$ cat src/rtl/math_pack.sv
// Shared fixed-point constants, the fixed type, and the square-root FSM state encoding.
package math_pack;

    localparam int unsigned FIXED_WIDTH = 32;
    localparam int unsigned FIXED_FRAC  = 16;

    typedef logic signed [FIXED_WIDTH-1:0] fixed_t;

    typedef enum logic [1:0] {
        IDLE = 2'd0,
        CALC = 2'd1,
        DONE = 2'd2
    } sqrt_state_t;

endpackage

$ cat src/rtl/fixed_sqrt_step.sv
// One restoring square-root iteration: shifts two radicand bits into the remainder
// and decides the next root bit by a trial subtraction.
module fixed_sqrt_step #(
    parameter int unsigned ITER = 24
) (
    input  logic [ITER+1:0] rem_i,
    input  logic [ITER-1:0] q_i,
    input  logic [1:0]      bits_i,
    output logic [ITER+1:0] rem_o,
    output logic [ITER-1:0] q_o
);

    localparam int unsigned REM_W = ITER + 2;

    logic [REM_W-1:0] rem_sh;
    logic [REM_W-1:0] trial;
    logic             fits;

    always_comb begin
        rem_sh = (rem_i << 2) | {{ITER{1'b0}}, bits_i};
        trial  = {q_i, 2'b01};
        fits   = (rem_sh >= trial);
        rem_o  = fits ? (rem_sh - trial) : rem_sh;
        q_o    = (q_i << 1) | ITER'(fits);
    end

endmodule

$ cat src/rtl/fixed_sqrt_seq.sv
// Sequential fixed-point square root, one root bit per cycle behind a start/ready handshake.
// Optional SQRT_ROUND_EN rounds the root to nearest instead of truncating.
module fixed_sqrt_seq
    import math_pack::*;
#(
    parameter int unsigned WIDTH = FIXED_WIDTH,
    parameter int unsigned FRAC  = FIXED_FRAC
) (
    input  logic             clock,
    input  logic             reset,
    input  logic             start,
    input  logic [WIDTH-1:0] radicand,
    output logic             ready,
    output logic             busy,
    output logic [WIDTH-1:0] root,
    output logic             err
);

    localparam int unsigned ITER  = (WIDTH + FRAC) / 2;
    localparam int unsigned RW    = WIDTH + FRAC;
    localparam int unsigned REM_W = ITER + 2;
    localparam int unsigned CW    = (ITER > 1) ? $clog2(ITER) : 1;

    sqrt_state_t      state_q, state_d;
    logic [RW-1:0]    r_q, r_d;
    logic [REM_W-1:0] rem_q, rem_d;
    logic [ITER-1:0]  q_q, q_d;
    logic [CW-1:0]    cnt_q, cnt_d;
    logic [WIDTH-1:0] root_q, root_d;
    logic             err_q, err_d;
    logic             ready_q, ready_d;
    logic             busy_q, busy_d;

    logic [REM_W-1:0] step_rem;
    logic [ITER-1:0]  step_q;
    logic [WIDTH-1:0] root_c;
    logic             accept;

    fixed_sqrt_step #(
        .ITER (ITER)
    ) u_step (
        .rem_i  (rem_q),
        .q_i    (q_q),
        .bits_i (r_q[RW-1 -: 2]),
        .rem_o  (step_rem),
        .q_o    (step_q)
    );

    // Final root from the settled partial root (and remainder when rounding)
`ifdef SQRT_ROUND_EN
    logic round_up;
    assign round_up = (rem_q > REM_W'(q_q));
    assign root_c   = WIDTH'(q_q) + WIDTH'(round_up);
`else
    assign root_c   = WIDTH'(q_q);
`endif

    always_ff @(posedge clock or negedge reset) begin
        if (!reset) begin
            state_q <= IDLE;
            r_q     <= '0;
            rem_q   <= '0;
            q_q     <= '0;
            cnt_q   <= '0;
            root_q  <= '0;
            err_q   <= 1'b0;
            ready_q <= 1'b0;
            busy_q  <= 1'b0;
        end else begin
            state_q <= state_d;
            r_q     <= r_d;
            rem_q   <= rem_d;
            q_q     <= q_d;
            cnt_q   <= cnt_d;
            root_q  <= root_d;
            err_q   <= err_d;
            ready_q <= ready_d;
            busy_q  <= busy_d;
        end
    end

    always_comb begin
        state_d = state_q;
        r_d     = r_q;
        rem_d   = rem_q;
        q_d     = q_q;
        cnt_d   = cnt_q;
        root_d  = root_q;
        err_d   = err_q;
        ready_d = ready_q;
        busy_d  = busy_q;
        accept  = 1'b0;

        case (state_q)
            IDLE: begin
                accept = start;
            end
            CALC: begin
                busy_d = 1'b1;
                rem_d  = step_rem;
                q_d    = step_q;
                r_d    = r_q << 2;
                if (cnt_q == '0) begin
                    state_d = DONE;
                end else begin
                    cnt_d = cnt_q - CW'(1);
                end
            end
            DONE: begin
                ready_d = 1'b1;
                busy_d  = 1'b0;
                root_d  = root_c;
                accept  = start;
            end
            default: begin
                state_d = IDLE;
            end
        endcase

        // A new request overrides whatever IDLE/DONE would have presented
        if (accept) begin
            ready_d = 1'b0;
            root_d  = '0;
            rem_d   = '0;
            q_d     = '0;
            if (radicand[WIDTH-1]) begin
                state_d = DONE;
                err_d   = 1'b1;
                busy_d  = 1'b0;
                r_d     = '0;
                cnt_d   = '0;
            end else begin
                state_d = CALC;
                err_d   = 1'b0;
                busy_d  = 1'b1;
                r_d     = {radicand, {FRAC{1'b0}}};
                cnt_d   = CW'(ITER - 1);
            end
        end
    end

    assign ready = ready_q;
    assign busy  = busy_q;
    assign root  = root_q;
    assign err   = err_q;

endmodule

$ cat config.mk
export PLATFORM = sky130hd
export DESIGN_NAME = fixed_sqrt_seq
export DESIGN_NICKNAME = d
export VERILOG_FILES = /design/src/rtl/math_pack.sv /design/src/rtl/fixed_sqrt_step.sv /design/src/rtl/fixed_sqrt_seq.sv
export SDC_FILE = /design/constraint.sdc
export NUM_CORES = 1
export LEC_CHECK = 0
export BUFFER_PORTS_ARGS = -buffer_cell sky130_fd_sc_hd__buf_2
export CORE_ASPECT_RATIO = 1.75
export CORE_MARGIN = 1
export CORE_UTILIZATION = 55
export DETAILED_ROUTE_END_ITERATION = 8
export GPL_TIMING_DRIVEN = 0
export PLACE_DENSITY = 0.76
export SYNTH_ARGS = -nofsm -noshare
export SYNTH_HDL_FRONTEND = slang
export SYNTH_SLANG_ARGS = --single-unit
$ cat constraint.sdc
create_clock -name clock -period 4.3 [get_ports clock]
set_input_delay 0.86 -clock clock [delete_from_list [all_inputs] [get_ports clock]]
set_output_delay 0.86 -clock clock [all_outputs]
set_load 0.1 [all_outputs]
==> results.sh, run 1 <==
export IMPL_crit_path_end_kind="register"
export IMPL_crit_start="q_q[0]"
export IMPL_clock_sinks=114
export IMPL_peakVddDrop_v=0.000545
export IMPL_synthCells=659
export IMPL_drtAntennaViolNets=0
export IMPL_synth_fa_ha_area_frac=0.0576
export IMPL_synth_async_reset_ratio=1.00
export IMPL_p_switching_mw=2.48
export IMPL_fin_crit_sh=0.673
export IMPL_mostFrequentLayoutCells="127 x nand2_1, 114 x dfrtp_1, 63 x a21oi_1, 60 x buf_2, 34 x inv_1"
export IMPL_synth_top_family_by_area="compound AO/OA/AOI/OAI gates"
export IMPL_worst_pin_slew_ns=1.09
export IMPL_antenna_found_initial=0
export IMPL_hpwlAfterDp_mm=11.3
export IMPL_antenna_cells=0
export IMPL_p_clk_frac=0.243
export IMPL_slowest_stage="a2111o_1"
export IMPL_final_common_cell="nand2_1"
export IMPL_ys_types=47
export IMPL_dieArea_um2=11500
export IMPL_clkTransAtPathRegs_ns=0.05
export IMPL_gp_congestion=0.886
export IMPL_grt_remaining_overflow=0
export IMPL_hold_buffers=0
export IMPL_dr_pass1_iters=6
export IMPL_initial_core_util=0.565
export IMPL_gr_usage_all_layers=0.303
export IMPL_rows=50
export IMPL_p_per_area_nw_per_um2=826
export IMPL_vias_per_cell=5.92
export IMPL_finalSetupTns_ns=0
export IMPL_seq_area_um2=2850
export IMPL_num_fill_cells=881
export IMPL_cts_tree="built"
export IMPL_synthTopCellsByArea="dfrtp_1 47%, nand2_1 7.8%, ha_1 5.8%, a21oi_1 5.2%, a22o_1 4.0%"
export IMPL_synth_compound_area_share=0.217
export IMPL_finalClockSkew_ns=0.00839
export IMPL_yosysSeqAreaShare=0.469
export IMPL_die_w_um=81.5
export IMPL_r2r_setup_slack_ns=1.41
export IMPL_path_max_fanout=10
export IMPL_drive_gt1_frac=0.140
export IMPL_numCtsBuffers=17
export IMPL_synth_area_um2=6080
export IMPL_worst_ep_required_time_ns=4.58
export IMPL_syn_area_per_cell_um2=9.23
export IMPL_final_hold_viol_count=0
export IMPL_grt_pass1_vias=5593
export IMPL_cpPeakStageDelay_ns=0.42
export IMPL_cts_resized=0
export IMPL_grt_setup_unrepaired="false"
export IMPL_ctsHtreeMaxLevel=4
export IMPL_cp_data_arrival_time_ns=3.18
export IMPL_p_sw_frac=0.417
export IMPL_postCtsSetupBuffers=0
export IMPL_remaining_drc_errors=0
export IMPL_p_int_mw=3.47
export IMPL_grt_pass1_wl_mm=26.1
export IMPL_clock_latency_ns=0.42
export IMPL_p_seq_frac=0.260
export IMPL_final_nets=810
export IMPL_synth_xor_area_frac=0.0331
export IMPL_worstPathCellList="inv_1 -> ha_1 -> nor2b_1 -> o21ai_1 -> a2111o_1 -> a32o_2 -> a21oi_2 -> o221a_4 -> buf_12 -> buf_12 -> mux2i_1 -> o21ai_1"
export IMPL_wl_mm=15.7
export IMPL_fin_crit_ns=2.89
export IMPL_multi_input_area_um2=2890
export IMPL_die_h_um=141
export IMPL_root_buffer="clkbuf_16"
export IMPL_synth_edff_count=0
export IMPL_start_kind="register"
export IMPL_cp_top_family="compound AO/OA/AOI/OAI gates"
export IMPL_coreArea_um2=10800
export IMPL_max_freq_mhz=346
export IMPL_min_path_type="in2async"
export IMPL_wire_per_inst_um=17.7
export IMPL_max_slew_margin=0.270
export IMPL_io_buffers=61
export IMPL_yosys_area_share_simple=0.128
export IMPL_synthMuxAreaShare=0.0346
export IMPL_p_total_mw=5.96
export IMPL_synth_top_area_share=0.469
export IMPL_area_growth_pct=18.5
export IMPL_ys_ff_latch=114
export IMPL_setup_viol=0
export IMPL_finalMaxSlewViolations=0
export IMPL_drt_iter0_drc=267
export IMPL_cts_max_path_buffers=2
export IMPL_ioPinCount=70
export IMPL_status="finished clean"
export IMPL_combPwrFrac=0.497
export IMPL_grt_max_degree=64
export IMPL_power_leakage_nw=3.45
export IMPL_route_vias_total=5257
export IMPL_synth_area_leader_cell="dfrtp_1"
export IMPL_synthFlopType="dfrtp_1"
export IMPL_cp_buffers_inverters=3
export IMPL_r2r_start="q_q[0]"
export IMPL_worstSetupPathType="reg2reg"
export IMPL_cap_viol_max_count=0
export IMPL_ys_warn_count=0
-- worst register-to-register path, stage by stage (launching register included) --
cell	delay, ns
dfrtp_1	0.37
inv_1	0.07
ha_1	0.35
nor2b_1	0.18
o21ai_1	0.10
a2111o_1	0.42
a32o_2	0.32
a21oi_2	0.14
o221a_4	0.20
buf_12	0.14
buf_12	0.15
mux2i_1	0.25
o21ai_1	0.08
-- Yosys cell counts, drive strengths merged (3+ instances only) --
master	count
a21oi	64
a21o	11
nand3	11
nor2b	5
o21ai	48
a31oi	28
o21bai	4
mux2i	21
a32o	3
xor2	8
buf	14
xnor2	15
o21a	4
dfrtp	114
nand2	127
inv	34
a22o	28
ha	28
nor3	5
o211ai	3
nor2	27
a211oi	3
clkbuf	30
-- registers in the layout, indices dropped and copies added, names as in the netlist --
register and flops:
state_q 2, root 24, ready 1, r_q 32, cnt_q 5, q_q 24, busy 1, rem_q 24
err 1
-- area by class of cell --
| class | instances | share of cell area |
|---|---|---|
| inverter | 34 | 0.0177 |
| buffer | 44 | 0.0338 |
| clock buffer | 21 | 0.0653 |
| sequential | 114 | 0.396 |
| clock inverter | 9 | 0.0182 |
| timing repair buffer | 62 | 0.0465 |
| multi-input combinational | 474 | 0.400 |
| tap | 130 | 0.0226 |
-- logic make-up after synthesis --
logic type | after synthesis
AO/OA/AOI/OAI | 207
XOR/XNOR | 23
adder cells (fa/ha/maj) | 28
buffers and inverters | 78
flip-flops | 114
multiplexers | 21
other | 1
AND/OR/NAND/NOR | 187
-- power groups by stage --
stage | sequential [mW] | clock [mW] | combinational [mW]
3_5_place_dp | 1.55 | 0 | 2.92
3_3_place_gp | 1.54 | 0 | 2.86
2_1_floorplan | 1.63 | 0 | 2.18
6_report | 1.55 | 1.45 | 2.96
5_1_grt | 1.58 | 1.50 | 3.24
4_1_cts | 1.54 | 1.46 | 2.95
-- worst paths after layout --
check | endpoint | cells past startpoint
max | rem_q[16] | 12
min | root[15] | 1
max reg2reg | rem_q[16] | 12
min reg2reg | err | 1
max in group asynchronous | cnt_q[4] | 2
min in group clock | err | 1
-- layer usage --
| layer | vias to the layer above | global-route usage | wire length, um |
|---|---|---|---|
| li1 | 2462 | - | - |
| met1 | 2553 | 0.317 | 5690 |
| met5 | - | 0 | 0 |
| met3 | 64 | 0.0628 | 668 |
| met4 | 0 | 0.194 | 884 |
| met2 | 178 | 0.532 | 8450 |
-- stage by stage --
step | area (um^2) | utilization | hold WS [ns] | cells | worst slack [ns]
floorplan | 6110 | - | 0.456 | 666 | 1.74
global placement | 6580 | 0.611 | 0.461 | 857 | 1.03
global route | 7210 | 0.670 | 0.487 | 888 | 1.18
CTS | 7210 | 0.670 | 0.483 | 888 | 1.40
detailed placement | 6610 | 0.614 | 0.471 | 858 | 1.40
finish | 7210 | 0.670 | 0.480 | 888 | 1.41
Note: power is estimated with default switching activity, not from simulation.
==> run 2: changes to the inputs <==
--- a/config.mk
+++ b/config.mk
@@ -5,13 +5,14 @@
 export SDC_FILE = /design/constraint.sdc
 export NUM_CORES = 1
 export LEC_CHECK = 0
+export ABC_AREA = 1
 export BUFFER_PORTS_ARGS = -buffer_cell sky130_fd_sc_hd__buf_2
 export CORE_ASPECT_RATIO = 1.75
 export CORE_MARGIN = 1
 export CORE_UTILIZATION = 55
 export DETAILED_ROUTE_END_ITERATION = 8
 export GPL_TIMING_DRIVEN = 0
-export PLACE_DENSITY = 0.76
+export PLACE_DENSITY = 0.75
 export SYNTH_ARGS = -nofsm -noshare
 export SYNTH_HDL_FRONTEND = slang
 export SYNTH_SLANG_ARGS = --single-unit
==> constraint.sdc (replaced) <==
create_clock -name clock -period 2.67 [get_ports clock]
set_input_delay 0.534 -clock clock [delete_from_list [all_inputs] [get_ports clock]]
set_output_delay 0.534 -clock clock [all_outputs]
set_load 0.1 [all_outputs]
==> results.sh, run 2 <==
export IMPL_fin_crit_ns=2.55
export IMPL_r2r_setup_slack_ns=0.12
export IMPL_rows=53
export IMPL_clock_latency_ns=0.41
export IMPL_dieArea_um2=12600
export IMPL_coreArea_um2=11900
export IMPL_reg2reg_to="rem_q[15]"
export IMPL_synth_top_family_by_area="simple AND/OR/NAND/NOR gates"
export IMPL_mostFrequentLayoutCells="298 x nand2_1, 123 x inv_1, 114 x dfrtp_1, 69 x o21ai_0, 67 x buf_2"
export IMPL_post_synth_top_count_cell="nand2_1"
export IMPL_syn_area_per_cell_um2=7.42
export IMPL_finalClockSkew_ns=0.00786
export IMPL_worstSetupPathType="reg2reg"
export IMPL_synth_area_leader_cell="dfrtp_1"
export IMPL_die_w_um=85.4
export IMPL_synth_async_reset_ratio=1.00
export IMPL_grt_pass1_vias=6337
export IMPL_remaining_drc_errors=0
export IMPL_worstRegToRegCells=13
export IMPL_drt_iter0_drc=408
export IMPL_ctsHtreeMaxLevel=4
export IMPL_gr_usage_all_layers=0.310
export IMPL_drtAntennaViolNets=0
export IMPL_wire_per_inst_um=16.2
export IMPL_clkTransAtPathRegs_ns=0.06
export IMPL_regMostFlops="r_q"
export IMPL_ys_ff_latch=114
export IMPL_final_hold_viol_count=0
export IMPL_worst_pin_slew_ns=0.598
export IMPL_worst_ep_required_time_ns=2.96
export IMPL_area_growth_pct=17.6
export IMPL_finalSetupTns_ns=0
export IMPL_synth_compound_area_share=0.128
export IMPL_antenna_cells=0
export IMPL_clock_sinks=114
export IMPL_r2r_start="q_q[6]"
export IMPL_grt_max_degree=100
export IMPL_crit_path_end_kind="register"
export IMPL_grt_setup_unrepaired="false"
export IMPL_synth_xor_area_frac=0.0131
export IMPL_drive_gt1_frac=0.126
export IMPL_synthTopCellsByArea="dfrtp_1 43%, nand2_1 17%, inv_1 6.9%, ha_1 5.2%, o21ai_0 5.2%"
export IMPL_start_kind="register"
export IMPL_min_path_type="in2reg"
export IMPL_holdPathStages=2
export IMPL_synthFlopType="dfrtp_1"
export IMPL_synth_edff_count=0
export IMPL_route_vias_total=6247
export IMPL_dpl_cell_area_um2=7230
export IMPL_synth_fa_ha_area_frac=0.0523
export IMPL_finalMaxSlewViolations=0
export IMPL_ys_types=35
export IMPL_max_freq_mhz=392
export IMPL_ys_warn_count=0
export IMPL_cap_viol_max_count=0
export IMPL_status="finished clean"
export IMPL_vias_per_cell=5.48
export IMPL_synth_common_cells="298 x nand2_1, 123 x inv_1, 114 x dfrtp_1, 69 x o21ai_0, 50 x nand3_1"
export IMPL_largest_reg_flops=32
export IMPL_path_max_fanout=10
export IMPL_yosysSeqAreaShare=0.426
export IMPL_yosys_area_share_simple=0.278
export IMPL_synth_area_um2=6690
export IMPL_io_buffers=61
export IMPL_dr_pass1_iters=5
export IMPL_cts_max_path_buffers=2
export IMPL_hpwlAfterDp_mm=13.9
export IMPL_synthCells=902
export IMPL_synthMuxAreaShare=0
export IMPL_synth_top_area_share=0.426
export IMPL_num_fill_cells=1058
export IMPL_numCtsBuffers=17
export IMPL_min_from="radicand[1]"
export IMPL_max_slew_margin=0.601
export IMPL_ioPinCount=70
export IMPL_die_h_um=148
export IMPL_gp_congestion=0.962
export IMPL_root_buffer="clkbuf_16"
export IMPL_min_to="r_q[17]"
export IMPL_final_nets=1054
export IMPL_postCtsSetupBuffers=0
export IMPL_initial_core_util=0.561
export IMPL_wl_mm=18.5
export IMPL_setup_viol=0
export IMPL_grt_pass1_wl_mm=29.8
export IMPL_grt_remaining_overflow=0
export IMPL_cts_tree="built"
export IMPL_finalInstanceArea_um2=7870
export IMPL_final_common_cell="nand2_1"
export IMPL_antenna_found_initial=0
export IMPL_cp_data_arrival_time_ns=2.84
export IMPL_fin_crit_sh=0.956
## run 2: cell count changes after synthesis, moves of 13 or more
cell	change
o21ai_1	-18
nand3_1	+39
nor2_1	+13
inv_1	+89
a22oi_1	+33
a31oi_1	-28
o21ai_0	+40
nand2_1	+171
a22o_1	-26
nand4_1	+23
mux2i_1	-21
a21oi_1	-42
## run 2: metal layers
layer  GRT usage  share of wire
met1       0.323           0.37
met4       0.172          0.049
met5           0              0
met2       0.581           0.54
met3      0.0491          0.036
## run 2: critical path: stages, from the launching register on
cell     delay, ns
dfrtp_1       0.37
inv_1         0.17
ha_1          0.32
nand2_2       0.15
inv_1         0.05
nand2_1       0.06
nand2_1       0.08
inv_1         0.06
nand3_1       0.20
nand2_2       0.30
buf_2         0.31
nand4_1       0.13
nand3_1       0.14
nand2_1       0.08
## run 2: final cells by class
type / instances / area [um^2] / area share
clock buffers: 18 / 429 / 0.0545
plain buffers: 42 / 211 / 0.0269
multi-input cells: 628 / 3190 / 0.405
inverters: 125 / 469 / 0.0596
repair buffers: 63 / 349 / 0.0443
well taps: 137 / 171 / 0.0218
clock inverters: 14 / 204 / 0.0259
flip-flops and latches: 114 / 2850 / 0.362
## run 2: worst max path at each step
stage	startpoint	to	slack (ns)	cells past startpoint
after floorplan	rem_q[15]	rem_q[10]	0.77	10
after global placement	reset	rem_q[6]	-0.30	1
after detailed placement	q_q[6]	rem_q[15]	0.12	13
after CTS	q_q[6]	rem_q[15]	0.11	13
after global routing	q_q[5]	rem_q[12]	0.03	12
final	q_q[6]	rem_q[15]	0.12	13
## run 2: cells by family (layout without fill, tap and decap cells)
| group | Yosys count | count (layout) |
|---|---|---|
| compound gates | 145 | 145 |
| xor+xnor | 10 | 10 |
| fa+ha+maj | 28 | 28 |
| buf+inv | 167 | 262 |
| flops | 114 | 114 |
| other cells | 1 | 8 |
| simple gates | 437 | 437 |
## run 2: metrics by stage
stage                     instances  worst slack (ns)  hold WS [ns]   util
after floorplan                 909             0.768         0.238      -
after global placement         1107            -0.299         0.451  0.603
after detailed placement       1108             0.123         0.375  0.606
after CTS                      1141             0.112         0.354  0.660
after global routing           1141            0.0303         0.367  0.660
final                          1141             0.117         0.365  0.660
## run 2: what timing repair did
item	4_1_cts	5_1_grt
resized for setup	0	0
hold buffers	1	0
endpoints found under the hold margin	15	0
Power of run 2 is not shown: default switching activity piles up to over one toggle a cycle in this logic, so the estimate is an artifact.
